$ cat src/rtl/prim_clock_gate_ctrl_pkg.sv
// Shared types, counter widths and parameter checks for the clock-gate controller.
// Used by prim_clock_gate_ctrl and prim_cg_sat_counter.
package prim_clock_gate_ctrl_pkg;

    typedef enum logic [1:0] {
        ST_ACTIVE = 2'd0,
        ST_GATED  = 2'd1,
        ST_WAKE   = 2'd2
    } state_e;

    localparam int IDLE_CNT_W = 8;
    localparam int WAKE_CNT_W = 4;

    localparam int IDLE_CYCLES_MIN = 1;
    localparam int IDLE_CYCLES_MAX = (1 << IDLE_CNT_W) - 1;
    localparam int WAKE_CYCLES_MIN = 1;
    localparam int WAKE_CYCLES_MAX = (1 << WAKE_CNT_W) - 1;

    function automatic bit params_legal(int idle_cycles, int wake_cycles, int stats_width);
        return (idle_cycles >= IDLE_CYCLES_MIN) && (idle_cycles <= IDLE_CYCLES_MAX) &&
               (wake_cycles >= WAKE_CYCLES_MIN) && (wake_cycles <= WAKE_CYCLES_MAX) &&
               (stats_width >= 1);
    endfunction

    // Terminal count is cycles-1; out-of-range values are clamped so the build stays well formed.
    function automatic logic [IDLE_CNT_W-1:0] idle_terminal(int idle_cycles);
        int v;
        v = idle_cycles;
        if (v < IDLE_CYCLES_MIN) v = IDLE_CYCLES_MIN;
        if (v > IDLE_CYCLES_MAX) v = IDLE_CYCLES_MAX;
        return IDLE_CNT_W'(v - 1);
    endfunction

    function automatic logic [WAKE_CNT_W-1:0] wake_terminal(int wake_cycles);
        int v;
        v = wake_cycles;
        if (v < WAKE_CYCLES_MIN) v = WAKE_CYCLES_MIN;
        if (v > WAKE_CYCLES_MAX) v = WAKE_CYCLES_MAX;
        return WAKE_CNT_W'(v - 1);
    endfunction

endpackage

$ cat src/rtl/prim_cg_sat_counter.sv
// Saturating up-counter with synchronous clear and a terminal-count flag.
// Holds at all-ones rather than wrapping.
module prim_cg_sat_counter #(
    parameter int               Width    = 8,
    parameter logic [Width-1:0] Terminal = '0
) (
    input  logic clk_i,
    input  logic rst_i,
    input  logic clr_i,
    input  logic inc_i,
    output logic tc_o
);

    logic [Width-1:0] count_q;

    // NOTE: sequential state uses non-blocking assignments so every flop samples pre-edge values.
    always_ff @(posedge clk_i) begin
        if (rst_i || clr_i) begin
            count_q <= '0;
        end else if (inc_i && (count_q != '1)) begin
            count_q <= count_q + 1'b1;
        end
    end

    assign tc_o = (count_q == Terminal);

endmodule

$ cat src/rtl/prim_clock_gate_ctrl.sv
// Idle-driven clock-gate controller: gates after IdleCycles idle cycles, wakes on busy/request.
// Define PRIM_CLOCK_GATE_CTRL_STATS_EN to add the gated_cycles_o statistics counter.
module prim_clock_gate_ctrl
    import prim_clock_gate_ctrl_pkg::*;
#(
    parameter int IdleCycles = 16,
    parameter int WakeCycles = 2,
    parameter int StatsWidth = 32
) (
    input  logic                  clk_i,
    input  logic                  rst_i,
    input  logic                  busy_i,
    input  logic                  wake_req_i,
    input  logic                  test_en_i,
    output logic                  en_o,
    output logic                  gated_o,
    output logic                  wake_ack_o
`ifdef PRIM_CLOCK_GATE_CTRL_STATS_EN
    ,
    output logic [StatsWidth-1:0] gated_cycles_o
`endif
);

    localparam bit                   ParamsLegal = params_legal(IdleCycles, WakeCycles, StatsWidth);
    localparam logic [IDLE_CNT_W-1:0] IdleTc     = idle_terminal(IdleCycles);
    localparam logic [WAKE_CNT_W-1:0] WakeTc     = wake_terminal(WakeCycles);

    state_e state_q;
    logic   en_q;
    logic   gated_q;
    logic   wake_ack_q;
    logic   req_seen_q;

    logic idle;
    logic go_gate;
    logic idle_clr;
    logic idle_inc;
    logic idle_tc;
    logic wake_clr;
    logic wake_inc;
    logic wake_tc;

    // NOTE: every signal driven here gets a default first so no latch is inferred.
    always_comb begin
        idle     = 1'b0;
        go_gate  = 1'b0;
        idle_clr = 1'b1;
        idle_inc = 1'b0;
        wake_clr = 1'b1;
        wake_inc = 1'b0;

        idle = !busy_i && !wake_req_i;
        if (state_q == ST_ACTIVE) begin
            go_gate  = idle && idle_tc;
            idle_inc = idle;
            idle_clr = test_en_i || !idle || go_gate;
        end
        if (state_q == ST_WAKE) begin
            wake_inc = 1'b1;
            wake_clr = test_en_i;
        end
    end

    prim_cg_sat_counter #(
        .Width    (IDLE_CNT_W),
        .Terminal (IdleTc)
    ) u_idle_cnt (
        .clk_i (clk_i),
        .rst_i (rst_i),
        .clr_i (idle_clr),
        .inc_i (idle_inc),
        .tc_o  (idle_tc)
    );

    prim_cg_sat_counter #(
        .Width    (WAKE_CNT_W),
        .Terminal (WakeTc)
    ) u_wake_cnt (
        .clk_i (clk_i),
        .rst_i (rst_i),
        .clr_i (wake_clr),
        .inc_i (wake_inc),
        .tc_o  (wake_tc)
    );

    // Reset and test override both land in ACTIVE with the clock enabled and no pending ack.
    always_ff @(posedge clk_i) begin
        if (rst_i || test_en_i) begin
            state_q    <= ST_ACTIVE;
            en_q       <= 1'b1;
            gated_q    <= 1'b0;
            wake_ack_q <= 1'b0;
            req_seen_q <= 1'b0;
        end else begin
            wake_ack_q <= 1'b0;
            case (state_q)
                ST_ACTIVE: begin
                    if (go_gate) begin
                        state_q <= ST_GATED;
                        en_q    <= 1'b0;
                        gated_q <= 1'b1;
                    end else begin
                        wake_ack_q <= wake_req_i && !wake_ack_q;
                    end
                end
                ST_GATED: begin
                    if (busy_i || wake_req_i) begin
                        state_q    <= ST_WAKE;
                        en_q       <= 1'b1;
                        gated_q    <= 1'b0;
                        req_seen_q <= 1'b0;
                    end
                end
                ST_WAKE: begin
                    if (wake_req_i) begin
                        req_seen_q <= 1'b1;
                    end
                    // Ack only a request that was actually pending during the wake window.
                    if (wake_tc) begin
                        state_q    <= ST_ACTIVE;
                        wake_ack_q <= (req_seen_q || wake_req_i) && !wake_ack_q;
                        req_seen_q <= 1'b0;
                    end
                end
                default: begin
                    state_q <= ST_ACTIVE;
                    en_q    <= 1'b1;
                    gated_q <= 1'b0;
                end
            endcase
        end
    end

    assign en_o       = en_q | test_en_i;
    assign gated_o    = gated_q & ~test_en_i;
    assign wake_ack_o = wake_ack_q;

`ifdef PRIM_CLOCK_GATE_CTRL_STATS_EN
    logic [StatsWidth-1:0] gated_cycles_q;

    // Free-running statistic: wraps modulo 2^StatsWidth by design.
    always_ff @(posedge clk_i) begin
        if (rst_i) begin
            gated_cycles_q <= '0;
        end else if (state_q == ST_GATED) begin
            gated_cycles_q <= gated_cycles_q + 1'b1;
        end
    end

    assign gated_cycles_o = gated_cycles_q;
`endif

    params_legal_a: assert property (@(posedge clk_i) ParamsLegal);

    ack_single_a: assert property (@(posedge clk_i) disable iff (rst_i)
        wake_ack_o |=> !wake_ack_o);

    gated_off_a: assert property (@(posedge clk_i) gated_o |-> !en_o);

endmodule

$ cat config.mk
export PLATFORM = sky130hd
export DESIGN_NAME = prim_clock_gate_ctrl
export DESIGN_NICKNAME = d
export VERILOG_FILES = /design/src/rtl/prim_clock_gate_ctrl_pkg.sv /design/src/rtl/prim_cg_sat_counter.sv /design/src/rtl/prim_clock_gate_ctrl.sv
export SDC_FILE = /design/constraint.sdc
export NUM_CORES = 1
export LEC_CHECK = 0
export BUFFER_PORTS_ARGS = -buffer_cell sky130_fd_sc_hd__buf_2
export CAP_MARGIN = 20
export CORE_ASPECT_RATIO = 0.75
export CORE_MARGIN = 2
export CORE_UTILIZATION = 30
export CTS_BUF_LIST = sky130_fd_sc_hd__clkbuf_16
export DETAILED_ROUTE_END_ITERATION = 10
export PLACE_DENSITY = 0.47
export SKIP_CTS_REPAIR_TIMING = 1
export SLEW_MARGIN = 20
export SYNTH_ARGS = -nofsm -noshare
export SYNTH_HDL_FRONTEND = slang
export SYNTH_HIERARCHICAL = 1
export SYNTH_SLANG_ARGS = --single-unit
$ cat constraint.sdc
create_clock -name clk_i -period 3.9 [get_ports clk_i]
set_input_delay 1.17 -clock clk_i [delete_from_list [all_inputs] [get_ports clk_i]]
set_output_delay 1.17 -clock clk_i [all_outputs]
set_load 0.01 [all_outputs]
* Word level (Yosys, flattened, before mapping) *
Index checks and enable logic that the tools add are counted.

cells by class
  $add $sub $neg = 2
  multiply operators = 0
  div/mod/pow operators = 0
  order comparisons = 0
  equal/unequal tests = 10
  shifts and indexed selects = 0
  multiplexer cells = 21
  bitwise operators = 4
  reduce and logical (&&, ||, !) cells = 22

operators by type and width
  operator               count
  $mux W1                13
  $reduce_and A3 Y1      3
  $add A8 B1 Y8 const B  1
  $eq A8 B4 Y1 const B   1
  $ne A8 B8 Y1 const B   1
  $logic_or A1 B1 Y1     7
  $logic_and A1 B1 Y1    6
  $mux W2                3
  $pmux W1 S3            2
  $pmux W2 S3            1
  $add A4 B1 Y4 const B  1
  $eq A4 B1 Y1 const B   1
  $logic_not A1 Y1       4
  $ne A2 B2 Y1 const B   2
  $ne A4 B4 Y1 const B   1
  $pmux W1 S2            2
  $ne A3 B2 Y1 const B   1
  $eq A2 B1 Y1 const B   1
  $eq A2 B2 Y1 const B   1
  $logic_not A2 Y1       1
  $ne A2 B1 Y1 const B   1
  $not A1 Y1             2
  $reduce_bool A2 Y1     1
  $and A1 B1 Y1          1
  $or A1 B1 Y1           1

word-level totals
  flip-flop bits (word level) = 18
  latch bits = 0
  bits in writable memories = 0
  ROM bits = 0
  bits of input ports = 5
  output and inout bits = 3
  logic and storage cells = 66
  memories = 0

* Longest topological paths before layout *
  word-level depth = 7
  depth in mapped cells = 8

* Hierarchy *
Netlist, hierarchy kept.

modules (own cells, without submodules)
  module                             instances  cells each  area each (µm²)  seq. area each (µm²)
  prim_cg_sat_counter at u_idle_cnt  1          48          434.2            160.2
  prim_clock_gate_ctrl               1          35          306.5            120.1
  prim_cg_sat_counter at u_wake_cnt  1          24          220.2            80.1

* Least setup slack after synthesis *
No wires, ideal clock.

  path type = in2reg
  start point = input port wake_req_i
  end point = register u_idle_cnt.count_q[5]
  data arrival time = 2.559 ns
  data required time = 3.828 ns
  path slack = 1.270 ns
  stages on the path = 5
  cells stage by stage = or3_4 -> nor2_1 -> nand2_1 -> or3_2 -> mux2i_1

on the way
  elaborated cells between the ends (all ways) = 10
  classes of those cells = 2 x mux; 8 x reduce/logical

RTL lines
  what                  RTL line                    text
  start, declared       prim_clock_gate_ctrl.sv:13  input logic wake_req_i,
  $logic_not A1 Y1      prim_clock_gate_ctrl.sv:52  idle = !busy_i && !wake_req_i;
  $logic_and A1 B1 Y1   prim_clock_gate_ctrl.sv:52
  $mux W1               prim_clock_gate_ctrl.sv:53  if (state_q == ST_ACTIVE) begin
  net idle_inc          prim_clock_gate_ctrl.sv:37  logic idle_inc;
  $logic_and A1 B1 Y1   prim_cg_sat_counter.sv:20   end else if (inc_i && (count_q != '1)) begin
  end signal, assigned  prim_cg_sat_counter.sv:21   count_q <= count_q + 1'b1;
  end, declared         prim_cg_sat_counter.sv:14   logic [Width-1:0] count_q;

The timed path passes the listed nets, and every way through them passes these cells.
A chain may end at the register's enable or synchronous reset.

* Final worst setup path *
  start point = input port test_en_i
  end point = output port en_o

on the way
  cells in the longest elaborated chain, start to end = 1

RTL lines
  what             RTL line                     text
  start, declared  prim_clock_gate_ctrl.sv:14   input logic test_en_i,
  $or A1 B1 Y1     prim_clock_gate_ctrl.sv:134  assign en_o = en_q | test_en_i;
  end, declared    prim_clock_gate_ctrl.sv:15   output logic en_o,

Every way passes these cells.

==> flow_summary.rst <==
.. list-table::
   :header-rows: 1

   * - Metric
     - Value
   * - Status
     - completed
   * - Placeable core area
     - 2999 um2
   * - Cell family contributing the most delay on the critical path
     - buffers and inverters
   * - Setup CP Type
     - input pin to output pin
   * - Clock power share
     - 50.7%
   * - Final net count
     - 125
   * - Vias
     - 819
   * - Most used cells in the layout excluding fill and tap cells
     - dfxtp_1, nand2_1, buf_2
   * - Avg Vias per Cell
     - 5.318
   * - XOR/XNOR share of the synthesized area
     - 0%
   * - Worst Setup Slack, final
     - 1.027 ns
   * - Mean area per synthesized cell
     - 8.981 um2
   * - Cell internal power dissipation
     - 0.3265 mW
   * - Global-route total usage across every layer
     - 12.43%
   * - Worst Path Max Fanout
     - 5
   * - Async SR Flop Fraction
     - 0%
   * - Number of detailed-routing iterations run before antenna repair
     - 4
   * - Min Tclk post-route
     - 2.873 ns
   * - Maximum number of pins on one net before global-route repair
     - 12
   * - IR Drop Worst-Case VDD
     - 0.0002314 V
   * - Most frequently used flop master after synthesis
     - dfxtp_1
   * - Final-report setup violation count
     - 0
   * - Top cell by count, worst path
     - buf_2
   * - Total congestion overflow
     - 0
   * - Worst slack on hold paths
     - 0.4296 ns
   * - Total placed cells including tap cells
     - 150
   * - Pwr dens
     - 365.2 nW/um2
   * - Cell type of the slowest stage on the worst timing path
     - or2_2
   * - # H-tree levels
     - 1
   * - Multi-input logic area
     - 575.6 um2
   * - Area after DPL
     - 1033 um2
   * - Utilization after layout
     - 37.09%
   * - P_leak
     - 0.3573 nW
   * - Most common library cell in the layout ignoring fill and taps
     - dfxtp_1
   * - Period Utilization, post-route
     - 73.67%
   * - Worst hold path depth
     - 1
   * - Diodes inserted
     - 0
   * - Count of input and output buffers
     - 7
   * - Max-slew violation count
     - 0
   * - Number of flops mapped to enable cells by yosys
     - 0
   * - Detailed Route Iter0 Violations
     - 35
   * - Hold violation total from the final report
     - 0
   * - Slew at the pin with the worst max-slew slack
     - 0.3889 ns
   * - Netlist area before placement
     - 960.9 um2
   * - Filler-free cell count of the finished design
     - 154
   * - Layout cells sized above 1
     - 18.97%
   * - R2R cell count
     - 6
   * - Post-placement setup slack
     - 0.9159 ns
   * - Remaining antenna violation count
     - 0
   * - Power dissipated by switching net loads
     - 0.07971 mW
   * - Multiplexer area fraction after synthesis
     - 3.125%
   * - Wire per inst
     - 12.56 um
   * - FF+latch area
     - 360.3 um2
   * - Floorplan row count
     - 17
   * - Number of synthesized register bits
     - 18
   * - Sequential share of the synthesized area
     - 37.50%
   * - Total power
     - 0.4062 mW
   * - Worst-path cell chain
     - buf_2 -> or2_2 -> buf_2
   * - TritonCTS clock tree
     - done
   * - Worst-path clk slew
     - 0.05 ns
   * - Worst-case headroom to the max-slew limit
     - 73.98%
   * - Clock buffers created by TritonCTS
     - 3
   * - Die extent in y
     - 53.02 um
   * - Switching share of power
     - 19.62%
   * - Hold worst-path end
     - wake_ack_o
   * - Root buffer cell
     - clkbuf_16
   * - Count of mapped cells out of synthesis
     - 107
   * - Startpoint of the worst hold path
     - wake_ack_o
   * - Initial antenna violation count
     - 0
   * - Final Cell Area
     - 1112 um2
   * - DRC violations left
     - 0
   * - Clock latency reported for the late side of the worst-skew pair
     - 0.25 ns
   * - Vias in the first global route
     - 771
   * - Adder-cell share of the synthesized area
     - 3.906%
   * - Post-synthesis compound-gate area fraction
     - 20.83%
   * - Synth warn
     - 6
   * - Reported max-cap violation count
     - 0
   * - Combinational share of power
     - 3.8%
   * - CTS max path bufs
     - 2
   * - Arrival time worst endpoint
     - 1.70 ns
   * - Num Clock Sinks
     - 18
   * - Hold/Removal Path Class
     - flip-flop to flip-flop
   * - Die ar.
     - 3677 um2
   * - Layout Area Growth over Synthesis
     - 15.76%
   * - Library cell with the largest summed area after synthesis
     - dfxtp_1
   * - RSZ-0062 raised after global routing
     - false
   * - Largest stage delay, worst path
     - 0.27 ns
   * - Simple-gate area share of the yosys netlist
     - 32.03%
   * - Post-synthesis cell type count
     - 39
   * - FF-to-FF setup slack
     - 1.82 ns
   * - Post-route clock skew
     - 0.003177 ns
   * - Die Wd
     - 69.35 um
   * - Number of nets produced by synthesis
     - 115
   * - Routed Wire Length
     - 1934 um
   * - Wire length of the first global-routing pass
     - 3588 um
   * - Leading cell types by total area after synthesis
     - dfxtp_1, ha_1, nand2_1, nand4_1, a21oi_1
   * - Dominant combinational cell family by area after synthesis
     - simple AND/OR/NAND/NOR gates
   * - Effective utilization at floorplan
     - 32.04%
   * - Filler Cell Count
     - 307
   * - Number of top-level pins
     - 8
   * - Type of element capturing the critical path
     - output pin
   * - CP Buf/Inv Count
     - 2
   * - Crit path required time
     - 2.73 ns
   * - Final HPWL from detailed placement
     - 1414 um
   * - Global placer's final weighted congestion
     - 0.7772
   * - Achievable frequency
     - 348.0 MHz
   * - Launch instance of the worst register-to-register path
     - state_q[1]
   * - Post-route setup TNS
     - 0 ns
   * - Kind of launch point of the worst setup path
     - input pin
   * - Fraction of synthesized cell area taken by the top area cell type
     - 37.50%
   * - Worst reg2reg path endpoint
     - u_idle_cnt/count_q[4]
   * - Share of total power in sequential cells
     - 45.5%
[worst max-delay path by stage]
stage	from	to	slack (ns)	depth (start not counted)
finish	test_en_i	en_o	1.03	3
global route	wake_req_i	u_idle_cnt/count_q[4]	0.89	7
CTS	test_en_i	en_o	1.01	3
detailed placement	wake_req_i	u_idle_cnt/count_q[4]	0.92	7
global placement	wake_req_i	u_idle_cnt/count_q[5]	1.02	6
floorplan	wake_req_i	u_idle_cnt/count_q[5]	1.27	5
[kinds of logic (layout without fill, tap and decap cells)]
group | after synthesis | count (layout)
simple gates | 51 | 51
fa+ha+maj | 3 | 3
flops | 18 | 18
mux | 3 | 3
compound gates | 26 | 26
buf+inv | 6 | 15
[power groups by stage]
| stage | combinational [mW] | sequential, mW | clock (mW) |
|---|---|---|---|
| floorplan | 0.00872 | 0.189 | 0 |
| global placement | 0.0152 | 0.189 | 0 |
| detailed placement | 0.0154 | 0.189 | 0 |
| CTS | 0.0155 | 0.185 | 0.215 |
| global route | 0.0173 | 0.185 | 0.224 |
| finish | 0.0152 | 0.185 | 0.206 |
[cell type report]
type | count | share of cell area, %
flip-flops and latches | 18 | 32.40
multi-input cells | 83 | 51.74
clock buffers | 3 | 6.749
clock inverters | 1 | 0.3375
repair buffers | 7 | 3.150
well taps | 38 | 4.274
inverters | 4 | 1.350
[sequential cells by signal, indices dropped and copies added (netlist names)]
signal / count
req_seen_q: 1
gated_q: 1
state_q: 2
u_wake_cnt/count_q: 4
u_idle_cnt/count_q: 8
wake_ack_o: 1
en_q: 1
[per-layer routing]
metal	share of wire (%)	track usage (%)	up-vias
met1	52	16.19	371
li1	-	-	427
met5	0	0	-
met3	4.1	4.000	2
met2	43	19.71	19
met4	0.83	3.922	0
[cell usage after synthesis, types with 2 or more instances]
cell type  count
dfxtp_1       18
nand2_1        9
a21oi_1        6
nor2_1         6
nand4_1        5
inv_1          4
nor2b_1        4
nor3_1         4
o21ai_0        4
a31oi_1        3
ha_1           3
mux2i_1        3
nand2b_1       3
nor4_1         3
a2111oi_2      2
a211oi_1       2
a211oi_2       2
buf_2          2
nand3_1        2
o21a_1         2
or3_1          2
(Power assumes the default switching activity.)
